File: src/rtl/pipeline_ifp_stage.sv
// Instruction-fetch-prepare stage: owns the fetch PC, decodes it to the ROM or DRAM channel,
// runs the DRAM request handshake, applies redirects and gates DRAM ready toward IFR.
module pipeline_ifp_stage #(
  parameter logic [63:0] RESET_PC  = 64'h0000_0000_0000_0000,
  parameter logic [63:0] ROM_BASE  = 64'h0000_0000_0000_0000,
  parameter logic [63:0] ROM_SIZE  = 64'h0000_0000_0000_1000,
  parameter logic [63:0] DRAM_BASE = 64'h0000_0000_8000_0000,
  parameter logic [63:0] DRAM_SIZE = 64'h0000_0000_1000_0000,
  parameter int          TIMEOUT   = 16
) (
  input  logic        clk,
  input  logic        reset,
  input  logic        stall,
  input  logic        redirect_valid,
  input  logic [63:0] redirect_pc,
  input  logic        dram_data_ready,
  output logic [63:0] pc_IFP,
  output logic        if_channel_sel,
  output logic [63:0] rom_addr,
  output logic        dram_req,
  output logic [63:0] dram_addr,
  output logic        fetch_ready,
  output logic        fetch_fault
);

  localparam int          CW        = (TIMEOUT < 2) ? 1 : $clog2(TIMEOUT + 1);
  localparam logic [31:0] TIMEOUT_U = TIMEOUT;

  typedef enum logic [1:0] {
    ST_RUN   = 2'd0,
    ST_WAIT  = 2'd1,
    ST_DRAIN = 2'd2
  } state_t;

  state_t          state_reg, state_next;
  logic [63:0]     pc_reg, pc_next;
  logic [63:0]     drain_addr_reg, drain_addr_next;
  logic            fault_reg, fault_next;
  logic [CW-1:0]   wait_cnt_reg, wait_cnt_next;

  logic            in_rom, in_dram, misaligned, addr_fault, fault_any, timeout_hit;
  logic [63:0]     pc_plus4;

  // Range checks written as offset < size so a region ending at 2^64 cannot overflow.
  assign in_rom      = (pc_reg >= ROM_BASE)  && ((pc_reg - ROM_BASE)  < ROM_SIZE);
  assign in_dram     = (pc_reg >= DRAM_BASE) && ((pc_reg - DRAM_BASE) < DRAM_SIZE);
  assign misaligned  = (pc_reg[1:0] != 2'b00);
  assign addr_fault  = misaligned || !(in_rom || in_dram);
  assign fault_any   = fault_reg || addr_fault;
  assign pc_plus4    = pc_reg + 64'd4;
  // wait_cnt counts cycles the current request has been up, including the issuing cycle.
  assign timeout_hit = ({{(32-CW){1'b0}}, wait_cnt_reg} + 32'd1) >= TIMEOUT_U;

  assign pc_IFP         = pc_reg;
  assign rom_addr       = pc_reg;
  assign if_channel_sel = in_dram;
  assign fetch_fault    = fault_any;
  assign fetch_ready    = dram_data_ready && (state_reg != ST_DRAIN) && !fault_any;

  always_comb begin
    dram_req  = 1'b0;
    dram_addr = 64'd0;
    case (state_reg)
      ST_RUN: begin
        if (in_dram && !fault_any) begin
          dram_req  = 1'b1;
          dram_addr = pc_reg;
        end
      end
      ST_WAIT: begin
        dram_req  = !fault_any;
        dram_addr = fault_any ? 64'd0 : pc_reg;
      end
      ST_DRAIN: begin
        // The abandoned request stays up until memory answers it.
        dram_req  = 1'b1;
        dram_addr = drain_addr_reg;
      end
      default: begin
        dram_req  = 1'b0;
        dram_addr = 64'd0;
      end
    endcase
  end

  always_comb begin
    state_next      = state_reg;
    pc_next         = pc_reg;
    drain_addr_next = drain_addr_reg;
    fault_next      = fault_reg;
    wait_cnt_next   = wait_cnt_reg;
    case (state_reg)
      ST_RUN: begin
        if (redirect_valid) begin
          pc_next       = redirect_pc;
          fault_next    = 1'b0;
          wait_cnt_next = '0;
        end else if (fault_any) begin
          fault_next = 1'b1;
        end else if (in_dram) begin
          if (dram_data_ready) begin
            if (!stall) pc_next = pc_plus4;
          end else if (timeout_hit) begin
            fault_next    = 1'b1;
            wait_cnt_next = '0;
          end else begin
            state_next    = ST_WAIT;
            wait_cnt_next = CW'(1);
          end
        end else if (!stall) begin
          pc_next = pc_plus4;
        end
      end
      ST_WAIT: begin
        if (redirect_valid) begin
          pc_next       = redirect_pc;
          fault_next    = 1'b0;
          wait_cnt_next = '0;
          if (!dram_data_ready) begin
            state_next      = ST_DRAIN;
            drain_addr_next = pc_reg;
          end else begin
            state_next = ST_RUN;
          end
        end else if (fault_any) begin
          fault_next    = 1'b1;
          wait_cnt_next = '0;
          state_next    = ST_RUN;
        end else if (dram_data_ready) begin
          if (!stall) begin
            pc_next       = pc_plus4;
            wait_cnt_next = '0;
            state_next    = ST_RUN;
          end
        end else if (timeout_hit) begin
          fault_next    = 1'b1;
          wait_cnt_next = '0;
          state_next    = ST_RUN;
        end else begin
          wait_cnt_next = wait_cnt_reg + CW'(1);
        end
      end
      ST_DRAIN: begin
        // A redirect here only retargets the PC; leaving still waits for the stale response.
        if (redirect_valid) begin
          pc_next       = redirect_pc;
          fault_next    = 1'b0;
          wait_cnt_next = '0;
        end
        if (dram_data_ready) state_next = ST_RUN;
      end
      default: begin
        state_next    = ST_RUN;
        wait_cnt_next = '0;
      end
    endcase
  end

  always_ff @(posedge clk or posedge reset) begin
    if (reset) begin
      state_reg      <= ST_RUN;
      pc_reg         <= RESET_PC;
      drain_addr_reg <= 64'd0;
      fault_reg      <= 1'b0;
      wait_cnt_reg   <= '0;
    end else begin
      state_reg      <= state_next;
      pc_reg         <= pc_next;
      drain_addr_reg <= drain_addr_next;
      fault_reg      <= fault_next;
      wait_cnt_reg   <= wait_cnt_next;
    end
  end

endmodule

File: config.mk
export PLATFORM = sky130hd
export DESIGN_NAME = pipeline_ifp_stage
export DESIGN_NICKNAME = d
export VERILOG_FILES = /design/src/rtl/pipeline_ifp_stage.sv
export SDC_FILE = /design/constraint.sdc
export NUM_CORES = 1
export LEC_CHECK = 0
export BUFFER_PORTS_ARGS = -buffer_cell sky130_fd_sc_hd__buf_2
export CAP_MARGIN = 20
export CELL_PAD_IN_SITES_DETAIL_PLACEMENT = 0
export CELL_PAD_IN_SITES_GLOBAL_PLACEMENT = 1
export CORE_ASPECT_RATIO = 1.75
export CORE_UTILIZATION = 40
export DETAILED_ROUTE_END_ITERATION = 7
export GPL_ROUTABILITY_DRIVEN = 0
export HOLD_SLACK_MARGIN = 0.1
export PLACE_DENSITY = 0.89
export SLEW_MARGIN = 30
export SYNTH_ARGS = -nofsm -noshare
export SYNTH_HDL_FRONTEND = slang
export SYNTH_SLANG_ARGS = --single-unit
File: constraint.sdc
create_clock -name clk -period 5.45 [get_ports clk]
set_input_delay 0.545 -clock clk [delete_from_list [all_inputs] [get_ports clk]]
set_output_delay 0.545 -clock clk [all_outputs]
set_load 0.02 [all_outputs]
==> results_dict.tcl <==
set metrics [dict create \
    status "complete, no violations" \
    track_usage 0.299 \
    postCtsSetupRepairBufs 0 \
    clkTransAtPathRegs_ns 0.06 \
    slew_viol_final 0 \
    crit-reg2reg-capture "pc_IFP[16]" \
    period_needed_ns 5.10 \
    wire_length_of_the_first_global_routing_pass_mm 62.2 \
    drive_above_1_share 0.272 \
    worst_hold_slack_ns 0.182 \
    number_of_synthesized_flops_with_an_enable_pin 0 \
    holdCritPathClass "input port to asynchronous set/reset pin" \
    powerDensity_nw_per_um2 640 \
    critPathCaptureType "output port" \
    max_cap_violations 0 \
    clock_sinks 136 \
    detail-route-antenna-nets 0 \
    detail_route.first_pass.iterations 5 \
    chipHeight_um 218 \
    die_width_um 126 \
    vias_in_the_first_global_route 10800 \
    initial_utilization 0.410 \
    cp.arrival_ns 4.56 \
    r2r_slack_ns 0.97 \
    unrepaired_setup_endpoints_after_global_routing "false" \
    cts_inserted_buffers 17 \
    cts_repair_resize_count 0 \
    synth_cell_type_count 75 \
    ys_async_sr_fraction 1.00 \
    relSlewSlack 0.370 \
    dr_total_vias 11300 \
    clock_tree_from_tritoncts "built" \
    port_buffers 264 \
    tightestPinTransition_ns 0.939 \
    highest_clock_rate_mhz 196 \
    setup_total_neg_slack_ns 0 \
    r2r_start "pc_IFP[34]" \
    critical_path.startpoint_type "flop" \
    final_wl_mm 41.0 \
    clockBufferDepth 2 \
    grt_max_degree 94 \
    cts.hold.buffers_added 0 \
    rows 78 \
    antenna_violations_before_repair 1 \
    root_buffer "clkbuf_16" \
    crit_path_max_fanout 20 \
    vdd.ir_drop.worst_v 0.000278 \
    post_synth_inst_count 1346 \
    synth_seq_cells 136 \
    synth_ff_type "dfrtp_1" \
    power_leakage_nw 5.50 \
    grt_overflow 0 \
    design_power_total_mw 7.89 \
    finalCritPeriodShare 0.936 \
    fp.coreArea_sq_um 26200 \
    yosys_warnings 0 \
    syn-num-nets 1425 \
    synth_sequential_area_ratio 0.318 \
    routed_wire_length_per_instance_um 22.7 \
    clock_skew_ns 0.0117 \
    synthesized_cell_area_sq_um 10700 \
    avgViaCountPerCell 6.24 \
    fp.dieArea_sq_um 27500 \
    clkLatencyLatePin_ns 0.45 \
    timing.critical_path.required_ns 4.91 \
    setup_viol 0 \
    cts_max_level 4 \
    design.portCount 265 \
    reg2reg_depth 9 \
    dp_hpwl_mm 29.4 \
    design.final.nets 1558 \
    drt_iter0_markers 964 \
    syn_avg_cell_area_sq_um 7.96 \
    finalHoldViolations 0 \
    drc 0 \
    area_delta_synth_final_pct 14.9 \
    criticalPathCategory "flop to output port" \
]
-- worst max path at each step --
stage               depth (start not counted)  startpoint  slack, ns                end
detailed placement                         11  pc_IFP[34]       0.88      dram_addr[17]
CTS                                        11  pc_IFP[34]       0.38      dram_addr[17]
floorplan                                   1       reset       1.27  drain_addr_reg[0]
finish                                     11  pc_IFP[34]       0.35      dram_addr[10]
global route                               11  pc_IFP[34]       0.08      dram_addr[17]
global placement                           11  pc_IFP[34]       0.96       dram_addr[6]
-- metal layers --
layer | wire length, um | GRT usage | vias to the layer above
met3 | 2430 | 0.0480 | 152
met1 | 14600 | 0.320 | 5499
li1 | - | - | 5080
met2 | 21100 | 0.525 | 571
met4 | 2870 | 0.230 | 0
met5 | 0 | 0 | -
-- cell usage in the layout (no fill, tap or decap), types with 12 or more instances in the layout --
cell type	count
a21oi_1	64
a22o_1	38
mux2_2	54
nand2_1	141
a31oi_1	26
clkbuf_16	17
or3_1	12
nand3_1	43
nand4_1	26
o21ai_0	112
xnor2_1	23
inv_1	36
nor2_1	106
and3_1	13
xor2_1	25
nor4_1	23
nor3_1	39
dfrtp_1	136
buf_4	30
buf_2	264
and2_1	47
o31ai_1	19
-- layout make-up --
type,count,area [sq um]
fill,2642,13800
timing repair buffer,295,1570
inverter,37,146
clock inverter,8,75.1
clock buffer,22,464
multi-input combinational,992,6250
antenna,1,2.50
tap,320,400
sequential,136,3400
-- Yosys cell counts, types with 25 or more instances --
library cell / number / share of area
a31oi_1: 26 / 0.015
mux2_2: 54 / 0.057
dfrtp_1: 136 / 0.32
nor3_1: 40 / 0.019
nor2_1: 106 / 0.037
nand4_1: 26 / 0.015
inv_1: 37 / 0.013
a21oi_1: 64 / 0.030
a22o_1: 38 / 0.031
nand2_1: 143 / 0.050
nand3_1: 44 / 0.021
xor2_1: 25 / 0.020
clkbuf_1: 94 / 0.033
and2_1: 47 / 0.027
o21ai_0: 112 / 0.052
buf_4: 65 / 0.046
-- kinds of logic after synthesis --
family	count (synthesis)	share of synthesized area
AND/OR/NAND/NOR	506	0.236
AO/OA/AOI/OAI	364	0.226
buffers and inverters	218	0.104
flip-flops	136	0.318
multiplexers	64	0.0661
XOR/XNOR	48	0.0392
adder cells (fa/ha/maj)	10	0.0117
-- worst max-delay path, cell delays in order, from the launching register on --
cell and delay, ns:
dfrtp_1 0.54, nor4_2 0.60, nand4_2 0.32, a2111o_1 0.37, a211o_1 0.34, or4_1 0.72, nor2_2 0.22, nand2_1 0.11
a211oi_4 0.25, buf_4 0.29, a22o_1 0.16, buf_2 0.16
-- power breakdown --
part | internal (mW) | leakage (nW) | switching, mW | total [mW]
clock network | 0.643 | 0.266 | 0.468 | 1.11
registers | 1.47 | 1.70 | 0.829 | 2.30
logic | 1.61 | 3.53 | 2.87 | 4.48
total | 3.72 | 5.50 | 4.17 | 7.89
-- through the flow --
step | setup WS [ns] | std cells | util | instance area, sq um
floorplan | 1.27 | 1346 | - | 10700
global placement | 0.961 | 1779 | 0.448 | 11700
detailed placement | 0.876 | 1779 | 0.449 | 11700
CTS | 0.381 | 1809 | 0.469 | 12300
global route | 0.0838 | 1811 | 0.471 | 12300
finish | 0.349 | 1811 | 0.471 | 12300
(Power assumes the default switching activity.)
